===== config.mk =====
export PLATFORM = sky130hd
export DESIGN_NAME = mac_kbd_responder
export DESIGN_NICKNAME = d
export VERILOG_FILES = /design/src/rtl/mac_kbd_responder_pkg.sv /design/src/rtl/mac_kbd_responder_fifo.sv /design/src/rtl/mac_kbd_responder.sv
export SDC_FILE = /design/constraint.sdc
export NUM_CORES = 1
export LEC_CHECK = 0
export BUFFER_PORTS_ARGS = -buffer_cell sky130_fd_sc_hd__buf_2
export CORE_ASPECT_RATIO = 0.9
export CORE_MARGIN = 5
export CORE_UTILIZATION = 62
export CTS_BUF_LIST = sky130_fd_sc_hd__clkbuf_2 sky130_fd_sc_hd__clkbuf_4 sky130_fd_sc_hd__clkbuf_8
export DETAILED_ROUTE_END_ITERATION = 10
export PLACE_DENSITY_LB_ADDON = 0.12
export RECOVER_POWER = 100
export SYNTH_ARGS = -nofsm -noshare
export SYNTH_HDL_FRONTEND = slang
export SYNTH_SLANG_ARGS = --single-unit

===== constraint.sdc =====
create_clock -name clk -period 5.8 [get_ports clk]
set_input_delay 0.58 -clock clk [delete_from_list [all_inputs] [get_ports clk]]
set_output_delay 0.58 -clock clk [all_outputs]
set_load 0.005 [all_outputs]

===== src/rtl/mac_kbd_responder_pkg.sv =====
// Shared constants for the Macintosh keyboard responder: host command codes,
// fixed response bytes and the command state encoding.
package mac_kbd_responder_pkg;

    localparam logic [7:0] CMD_INQUIRY = 8'h10;
    localparam logic [7:0] CMD_INSTANT = 8'h14;
    localparam logic [7:0] CMD_MODEL   = 8'h16;
    localparam logic [7:0] CMD_TEST    = 8'h36;

    localparam logic [7:0] RSP_NULL    = 8'h7B;
    localparam logic [7:0] RSP_MODEL   = 8'h0B;
    localparam logic [7:0] RSP_ACK     = 8'h7D;

    typedef enum logic [1:0] {
        ST_IDLE     = 2'd0,
        ST_WAIT_KEY = 2'd1,
        ST_DELAY    = 2'd2,
        ST_SEND     = 2'd3
    } state_e;

endpackage


===== src/rtl/mac_kbd_responder_fifo.sv =====
// Synchronous key-code FIFO with push/pop/flush; flush overrides both ports
// and a push while full is simply refused.
module mac_kbd_fifo #(
    parameter int unsigned AW = 3
) (
    input  logic       clk_i,
    input  logic       rst_ni,
    input  logic       push_i,
    input  logic       pop_i,
    input  logic       flush_i,
    input  logic [7:0] wdata_i,
    output logic [7:0] rdata_o,
    output logic       full_o,
    output logic       empty_o
);

    localparam int unsigned DEPTH = 1 << AW;

    logic [7:0]    mem_q [DEPTH];
    logic [AW-1:0] wr_ptr_q;
    logic [AW-1:0] rd_ptr_q;
    logic [AW:0]   count_q;
    logic          do_push;
    logic          do_pop;

    assign full_o  = count_q[AW];
    assign empty_o = (count_q == '0);
    assign rdata_o = mem_q[rd_ptr_q];

    assign do_push = push_i & ~full_o & ~flush_i;
    assign do_pop  = pop_i & ~empty_o & ~flush_i;

    always_ff @(posedge clk_i or negedge rst_ni) begin
        if (!rst_ni) begin
            wr_ptr_q <= '0;
            rd_ptr_q <= '0;
            count_q  <= '0;
        end else if (flush_i) begin
            wr_ptr_q <= '0;
            rd_ptr_q <= '0;
            count_q  <= '0;
        end else begin
            if (do_push) wr_ptr_q <= wr_ptr_q + AW'(1);
            if (do_pop)  rd_ptr_q <= rd_ptr_q + AW'(1);
            case ({do_push, do_pop})
                2'b10:   count_q <= count_q + (AW+1)'(1);
                2'b01:   count_q <= count_q - (AW+1)'(1);
                default: count_q <= count_q;
            endcase
        end
    end

    // Storage carries data only, so it needs no reset.
    always_ff @(posedge clk_i) begin
        if (do_push) mem_q[wr_ptr_q] <= wdata_i;
    end

endmodule


===== src/rtl/mac_kbd_responder.sv =====
// Keyboard side of the Mac keyboard protocol: queues key transitions and
// answers host Inquiry/Instant/Model/Test commands after a turnaround delay.
module mac_kbd_responder
    import mac_kbd_responder_pkg::*;
#(
    parameter int unsigned FIFO_AW     = 3,
    parameter int unsigned INQ_TIMEOUT = 2000000,
    parameter int unsigned RSP_DELAY   = 16
) (
    input  logic       clk,
    input  logic       _reset,
    input  logic       cep,
    input  logic [7:0] key_code,
    input  logic       key_valid,
    input  logic [7:0] cmd_data,
    input  logic       cmd_strobe,
    output logic [7:0] rsp_data,
    output logic       rsp_strobe,
    output logic       overflow,
    output logic       busy
);

    localparam int unsigned TMO_W = (INQ_TIMEOUT < 2) ? 1 : $clog2(INQ_TIMEOUT + 1);
    localparam int unsigned DLY_W = (RSP_DELAY < 2) ? 1 : $clog2(RSP_DELAY + 1);

    state_e     state_q;
    logic [TMO_W-1:0] tmo_q;
    logic [DLY_W-1:0] dly_q;
    logic [7:0] rsp_q;
    logic       ovf_q;

    logic       fifo_full;
    logic       fifo_empty;
    logic [7:0] fifo_head;
    logic       push;
    logic       pop;
    logic       flush;

    logic       enter_dly;
    logic       enter_wait;
    logic       abort;
    logic [7:0] rsp_byte_d;

    assign push  = cep & key_valid;
    assign flush = cep & cmd_strobe & (cmd_data == CMD_MODEL);

    mac_kbd_fifo #(.AW(FIFO_AW)) u_fifo (
        .clk_i   (clk),
        .rst_ni  (_reset),
        .push_i  (push),
        .pop_i   (pop),
        .flush_i (flush),
        .wdata_i (key_code),
        .rdata_o (fifo_head),
        .full_o  (fifo_full),
        .empty_o (fifo_empty)
    );

    // A new command always takes priority over whatever is in flight.
    always_comb begin
        pop        = 1'b0;
        enter_dly  = 1'b0;
        enter_wait = 1'b0;
        abort      = 1'b0;
        rsp_byte_d = RSP_NULL;
        if (cep) begin
            if (cmd_strobe) begin
                case (cmd_data)
                    CMD_INQUIRY: begin
                        if (!fifo_empty) begin
                            pop        = 1'b1;
                            enter_dly  = 1'b1;
                            rsp_byte_d = fifo_head;
                        end else begin
                            enter_wait = 1'b1;
                        end
                    end
                    CMD_INSTANT: begin
                        enter_dly = 1'b1;
                        if (!fifo_empty) begin
                            pop        = 1'b1;
                            rsp_byte_d = fifo_head;
                        end
                    end
                    CMD_MODEL: begin
                        enter_dly  = 1'b1;
                        rsp_byte_d = RSP_MODEL;
                    end
                    CMD_TEST: begin
                        enter_dly  = 1'b1;
                        rsp_byte_d = RSP_ACK;
                    end
                    default: abort = 1'b1;
                endcase
            end else if (state_q == ST_WAIT_KEY) begin
                if (!fifo_empty) begin
                    pop        = 1'b1;
                    enter_dly  = 1'b1;
                    rsp_byte_d = fifo_head;
                end else if (tmo_q <= TMO_W'(1)) begin
                    enter_dly = 1'b1;
                end
            end
        end
    end

    always_ff @(posedge clk or negedge _reset) begin
        if (!_reset) begin
            state_q <= ST_IDLE;
            tmo_q   <= '0;
            dly_q   <= '0;
            rsp_q   <= '0;
        end else if (cep) begin
            if (enter_dly) begin
                rsp_q   <= rsp_byte_d;
                dly_q   <= DLY_W'(RSP_DELAY);
                state_q <= (RSP_DELAY == 0) ? ST_SEND : ST_DELAY;
            end else if (enter_wait) begin
                tmo_q   <= TMO_W'(INQ_TIMEOUT);
                state_q <= ST_WAIT_KEY;
            end else if (abort) begin
                state_q <= ST_IDLE;
            end else begin
                case (state_q)
                    ST_WAIT_KEY: tmo_q <= tmo_q - TMO_W'(1);
                    ST_DELAY: begin
                        if (dly_q <= DLY_W'(1)) state_q <= ST_SEND;
                        else                    dly_q   <= dly_q - DLY_W'(1);
                    end
                    ST_SEND: state_q <= ST_IDLE;
                    default: state_q <= state_q;
                endcase
            end
        end
    end

    // Flush wins over a same-cycle dropped push.
    always_ff @(posedge clk or negedge _reset) begin
        if (!_reset)                ovf_q <= 1'b0;
        else if (flush)             ovf_q <= 1'b0;
        else if (push && fifo_full) ovf_q <= 1'b1;
    end

    assign rsp_data   = rsp_q;
    assign rsp_strobe = cep & ~cmd_strobe & (state_q == ST_SEND);
    assign overflow   = ovf_q;
    assign busy       = (state_q != ST_IDLE);

endmodule


==> flow_summary.toml, run 1 <==
[detailed_routing]
drt-initial-drc-count = 197
ant_nets = 0
wl_per_cell_um = 18.7
first_pass_iters = 4
drc = 0
routed_wirelength_um = 9960
vias_per_cell = 6.25
dr_total_vias = 3329

[hold_path]
min_path_cells = 3
hold_class = "input port to flop"
hold_start = "key_valid"
holdPathEnd = "overflow"

[cells_and_area]
layout.cells.non_filler = 533
diodes = 0
area_growth_pct = 7.32
drive_above_1_share_pct = 15.0
nNetsFinal = 459
num-fill-cells = 611

[floorplan]
placementRows = 31
dieHeight_um = 96.9
die_area_sq_mm = 0.0103
chipWidth_um = 107
core-area_sq_mm = 0.00811
io_pins = 32
initial_core_util_pct = 64.1

[timing]
slew_viol_final = 48
finalCritPeriodShare_pct = 60.0
layout_setup_ws_ps = 2320
setup_tns_ps = 0
fmax_mhz = 287
rsz0062_at_grt = "no"
report.final.setup_viol = 0
tightest_slew_ps = 2520
fin_skew_ps = 16.2
final.min_clock_period_ps = 3480
hold_viol_final = 0
slew_headroom_pct = -67.9

[cts]
cts_setup_buffers = 0
postCtsHoldBufs = 0
cts_resized = 0
clk_latency_ps = 380
path_clk_slew_ps = 100
ctsHtreeMaxLevel = 3
root_buffer = "clkbuf_8"
clock_path_buffers = 2
cts_tree = "yes"
numCtsBuffers = 9
cts_sinks = 111

[synth]
synth_nets = 431
yosysUniqueCellTypes = 62
syn_area_sq_mm = 0.00520
syn_inst = 401
synth-main-ff-cell = "edfxtp_1"
ys_ff_latch = 111
synth_area_per_cell_sq_um = 13.0
synth_seq_area_share_pct = 59.6
synth_edf_count = 64
synth_async_sr_flop_share_pct = 42.3
synth_warnings = 0

[setup_path]
worstRegToRegCells = 11
r2r_start = "state_q[0]"
crit_path_start = "state_q[0]"
crit_required_ps = 6040
r2r-end = "u_fifo.count_q[3]"
critPathLaunchType = "flop"
r2r_slack_ps = 2320
cp-end-kind = "flop"
worstPathArrival_ps = 3720
critPathMaxFanout = 9
worstSetupPathType = "flop to flop"

[grt]
grt_max_degree = 48
busiest_layer = "met2"
use_met1_pct = 28.4
grtUsageMet2_pct = 34.1
grt_pass1_vias = 3333
grt-ovfl-total = 0
grtUsageTotal_pct = 20.9
met3_usage_pct = 4.79
grt_pass1_wl_um = 16900
antenna_found_initial = 0

[power_and_ir_drop]
leakagePower_uw = 0.00214
power_density_mw_per_mm2 = 401
ir_worst_vdd_mv = 0.247

[placed_design]
pre_cts_slack_ps = 2320
place_hpwl_um = 6830
gp_congestion = 0.880
port_buffers = 31
numPlacedInstances = 517

[outcome]
violations = "capacitance limit, slew limit"
outcome = "finished, violations left"

[run]
maxCapViolCount = 1
==> metal layers <==
layer  wire [um]  vias to the layer above  part of all wire [%]
li1            -                     1581                     -
met2        4970                       77                    50
met1        4370                     1658                    44
met4         118                        0                   1.2
met5           0                        -                     0
met3         498                       13                   5.0
==> layout by cell type, fill, tap and decap left out, types with 5 or more instances in the layout <==
| master | count |
|---|---|
| nand4_1 | 7 |
| nand2b_1 | 5 |
| or3_1 | 5 |
| a21o_1 | 5 |
| clkbuf_1 | 17 |
| ha_1 | 8 |
| mux2i_1 | 8 |
| o21ai_0 | 8 |
| inv_1 | 8 |
| and4_1 | 5 |
| a21oi_1 | 23 |
| dfrtp_1 | 47 |
| nor2_1 | 44 |
| clkbuf_8 | 9 |
| edfxtp_1 | 64 |
| nor3_1 | 12 |
| mux4_2 | 16 |
| or4_1 | 8 |
| o31ai_1 | 8 |
| nand3_1 | 13 |
| xor2_1 | 9 |
| buf_2 | 17 |
| nand2_1 | 19 |
==> worst max-delay path, cell delays in order (launching register included) <==
cell and delay [ps]:
dfrtp_1 480, nor3b_1 440, a21oi_1 80, nor2_1 490
nand2_1 280, nor3_1 460, ha_1 310, a21o_1 170
a21oi_1 210, nand3_1 130, mux2i_1 220, a21oi_1 80
==> registers in the layout (all words and copies together), names as in the netlist <==
register and flops:
overflow 1, u_fifo.rd_ptr_q 3, u_fifo.count_q 4, tmo_q 21
u_fifo.wr_ptr_q 3, u_fifo.mem_q 64, rsp_data 8, state_q 2
dly_q 5
==> power by group <==
part | leakage [uW] | internal, uW | switching [uW]
Combinational | 0.000846 | 311 | 332
Sequential | 0.00119 | 979 | 136
Clock | 0.000106 | 209 | 268
==> worst max path at each step <==
stage          slack (ps)  cells after the start           endpoint
2_1_floorplan        2860                     11  u_fifo.count_q[3]
3_3_place_gp         2470                     12  u_fifo.count_q[3]
3_5_place_dp         2320                     12  u_fifo.count_q[3]
4_1_cts              2620                     11  u_fifo.count_q[3]
5_1_grt              1930                     11  u_fifo.count_q[3]
6_report             2320                     11  u_fifo.count_q[3]
==> through the flow <==
step | cell area (sq um) | hold slack [ps] | util (%) | total power, uW
floorplan | 5200 | 284 | - | 1600
CTS | 5630 | 412 | 69.4 | 2260
detailed placement | 5420 | 494 | 66.8 | 1780
global route | 5580 | 508 | 68.8 | 2400
finish | 5580 | 473 | 68.8 | 2240
global placement | 5420 | 474 | 66.8 | 1750
==> final cells by class <==
type / instances / area, sq um / area share [%]
clock buffers: 9 / 124 / 2.22
well taps: 99 / 124 / 2.22
multi-input cells: 264 / 1960 / 35.2
repair buffers: 35 / 156 / 2.80
clock inverters: 7 / 82.6 / 1.48
inverters: 8 / 30.0 / 0.538
flip-flops and latches: 111 / 3100 / 55.6
==> cell families after synthesis <==
group | count (synthesis) | synth area share (%)
compound gates | 70 | 9.15
mux | 26 | 8.91
flops | 111 | 59.6
xor+xnor | 13 | 2.19
fa+ha+maj | 9 | 2.31
buf+inv | 26 | 2.24
simple gates | 146 | 15.6
==> synthesized netlist by cell type (all sizes together), types with 2 or more instances <==
library cell	count	area, sq um
a211oi	3	22.5
a21o	5	37.5
a21oi	23	115
a22o	2	17.5
a31o	3	26.3
a31oi	4	25.0
and2	2	12.5
and3	3	18.8
and4	5	43.8
and4bb	2	25.0
buf	7	43.8
clkbuf	11	42.5
dfrtp	47	1180
edfxtp	64	1920
ha	8	100
inv	8	30.0
mux2	2	22.5
mux2i	8	80.1
mux4	16	360
nand2	19	78.8
nand2b	5	31.3
nand3	13	65.1
nand3b	2	15.0
nand4	7	43.8
nor2	44	168
nor2b	2	12.5
nor3	12	60.1
nor3b	4	30.0
nor4	2	18.8
nor4b	2	17.5
o211ai	2	15.0
o21a	3	30.0
o21ai	8	43.8
o22a	3	26.3
o31ai	8	60.1
or2	3	18.8
or3	8	61.3
or4	9	71.3
xnor2	4	35.0
xor2	9	78.8
Note: power is estimated with default switching activity, not from simulation.
==> run 2, diff against run 1 <==
clock period = 3.5 ns   (was 5.8 ns; I/O delays follow)
==> run 2 against run 1 <==
The run still ends with capacitance limit, slew limit left. Sequential power is 66% higher. Setup slack got worse by 1800 ps. Register-to-register slack worse by 1800 ps. Clock skew fell by 4.4 ps. Global-route usage decreased by 0.41 points. First-iteration DRC count shrank 21%. Worst hold slack lost 230 ps. Sequential cell count unchanged. Critical path depth is the same. Die area did not move. Clock power grew 51%. Count of clock-buffer cells in the layout up 1. Critical path type unchanged. Highest routed layer unchanged.
==> flow_summary.toml, run 2 (synthesis gave the netlist of run 1 again) <==
[hold_path]
hold_start = "key_valid"
hold_class = "input port to flop"

[cells_and_area]
final_util_pct = 69.0
regMostFlops = "u_fifo.mem_q"
layout.cells.most_common = "edfxtp_1"
drive_above_1_share_pct = 15.9
diodes = 0
final_cell_mix = "edfxtp_1, dfrtp_1, nor2_1"
area_growth_pct = 7.68
largest_reg_flops = 64
nNetsFinal = 466

[timing]
tightest_slew_ps = 2490
slew_headroom_pct = -65.9
slew_viol_final = 48
layout_setup_ws_ps = 528
fin_skew_ps = 11.8
setup_tns_ps = 0
final.min_clock_period_ps = 2970
fin_worst_hold_slack_ps = 244
report.final.setup_viol = 0
rsz0062_at_grt = "no"
hold_viol_final = 0
finalCritPeriodShare_pct = 84.9
fmax_mhz = 336

[floorplan]
die_area_sq_mm = 0.0103
placementRows = 31
initial_core_util_pct = 64.1
io_pins = 32
chipWidth_um = 107
core-area_sq_mm = 0.00811
dieHeight_um = 96.9

[power_and_ir_drop]
clockPowerShare_pct = 19.9
swShare_pct = 33.4
leakagePower_uw = 0.00216
p_int_uw = 2410
ir_worst_vdd_mv = 0.422
pwr-share-comb_pct = 28.9
power_density_mw_per_mm2 = 648
power_frac_seq_pct = 51.2
switchingPower_uw = 1210
total_power_uw = 3630

[setup_path]
crit_path_start = "state_q[0]"
worstSetupPathType = "flop to flop"
worstPathArrival_ps = 3230
crit_required_ps = 3760
cp-end-kind = "flop"
critPathMaxFanout = 9
critPathLaunchType = "flop"
r2r_start = "state_q[0]"

[cts]
cts_resized = 0
clock_path_buffers = 2
ctsHtreeMaxLevel = 3
clk_latency_ps = 380
cts_tree = "yes"
cts_setup_buffers = 0
postCtsHoldBufs = 0
cts_sinks = 111
root_buffer = "clkbuf_8"
path_clk_slew_ps = 100
numCtsBuffers = 9

[grt]
antenna_found_initial = 0
grt_pass1_wl_um = 16500
grt_pass1_vias = 3391
grtUsageTotal_pct = 20.5
grt-ovfl-total = 0
grtUsageMet2_pct = 34.8
met3_usage_pct = 5.86
use_met1_pct = 26.0
grt_max_degree = 48
busiest_layer = "met2"

[detailed_routing]
dr_total_vias = 3343
first_pass_iters = 5
routed_wirelength_um = 9970
drt-initial-drc-count = 156
drc = 0
ant_nets = 0
wl_per_cell_um = 18.5
vias_per_cell = 6.19

[outcome]
violations = "capacitance limit, slew limit"
outcome = "finished, violations left"

[placed_design]
gp_congestion = 0.856
pre_cts_slack_ps = 505
place_hpwl_um = 6860
port_buffers = 31

[run]
maxCapViolCount = 1
run 2: cell count changes in the layout (fill, tap and decap cells not counted), moves of 2 or more:
cell,previous run,this run
inv_6,3,1
clkinv_4,0,2
buf_2,17,20
clkbuf_1,17,21
run 2: area by class of cell:
cell class	count	area, sq um
fill	583	2510
timing repair buffer	42	186
clock inverter	6	53.8
inverter	8	30.0
sequential	111	3100
tap	99	124
multi-input combinational	264	1970
clock buffer	10	131
run 2: per-layer routing:
metal | part of all wire (%) | vias to the layer above | routed length [um]
met2 | 51 | 65 | 5080
met1 | 43 | 1663 | 4310
li1 | - | 1600 | -
met3 | 4.4 | 15 | 441
met4 | 1.4 | 0 | 140
met5 | 0 | - | 0
run 2: final timing paths:
kind                       cells after the start                 to  slack (ps)
setup reg to reg                              11  u_fifo.count_q[3]         530
hold reg to reg                                2           overflow         520
min in group asynchronous                      1           dly_q[1]         720
setup / recovery                              11  u_fifo.count_q[3]         530
hold / removal                                 3           overflow         240
max in group asynchronous                      1           tmo_q[1]        1360
run 2: critical path, cell delays in order, from the launching register on:
cell and delay, ps:
dfrtp_1 480, nor3b_1 440, a21oi_1 90, nor2_2 140, nand2_1 170, nor3_1 450
ha_1 320, a21o_1 180, a21oi_1 190, nand3_1 120, mux2i_1 170, a21oi_1 80
run 2: per-stage QoR:
stage	area, sq um	instances
floorplan	5200	401
global placement	5470	524
detailed placement	5470	524
CTS	5660	540
global route	5600	540
finish	5600	540
run 2: power by group through the flow:
stage	Combinational, uW	Clock, uW	Sequential, uW
2_1_floorplan	839	0	1810
3_3_place_gp	1030	0	1870
3_5_place_dp	1080	0	1880
4_1_cts	1080	738	1860
5_1_grt	1180	807	1900
6_report	1050	722	1860
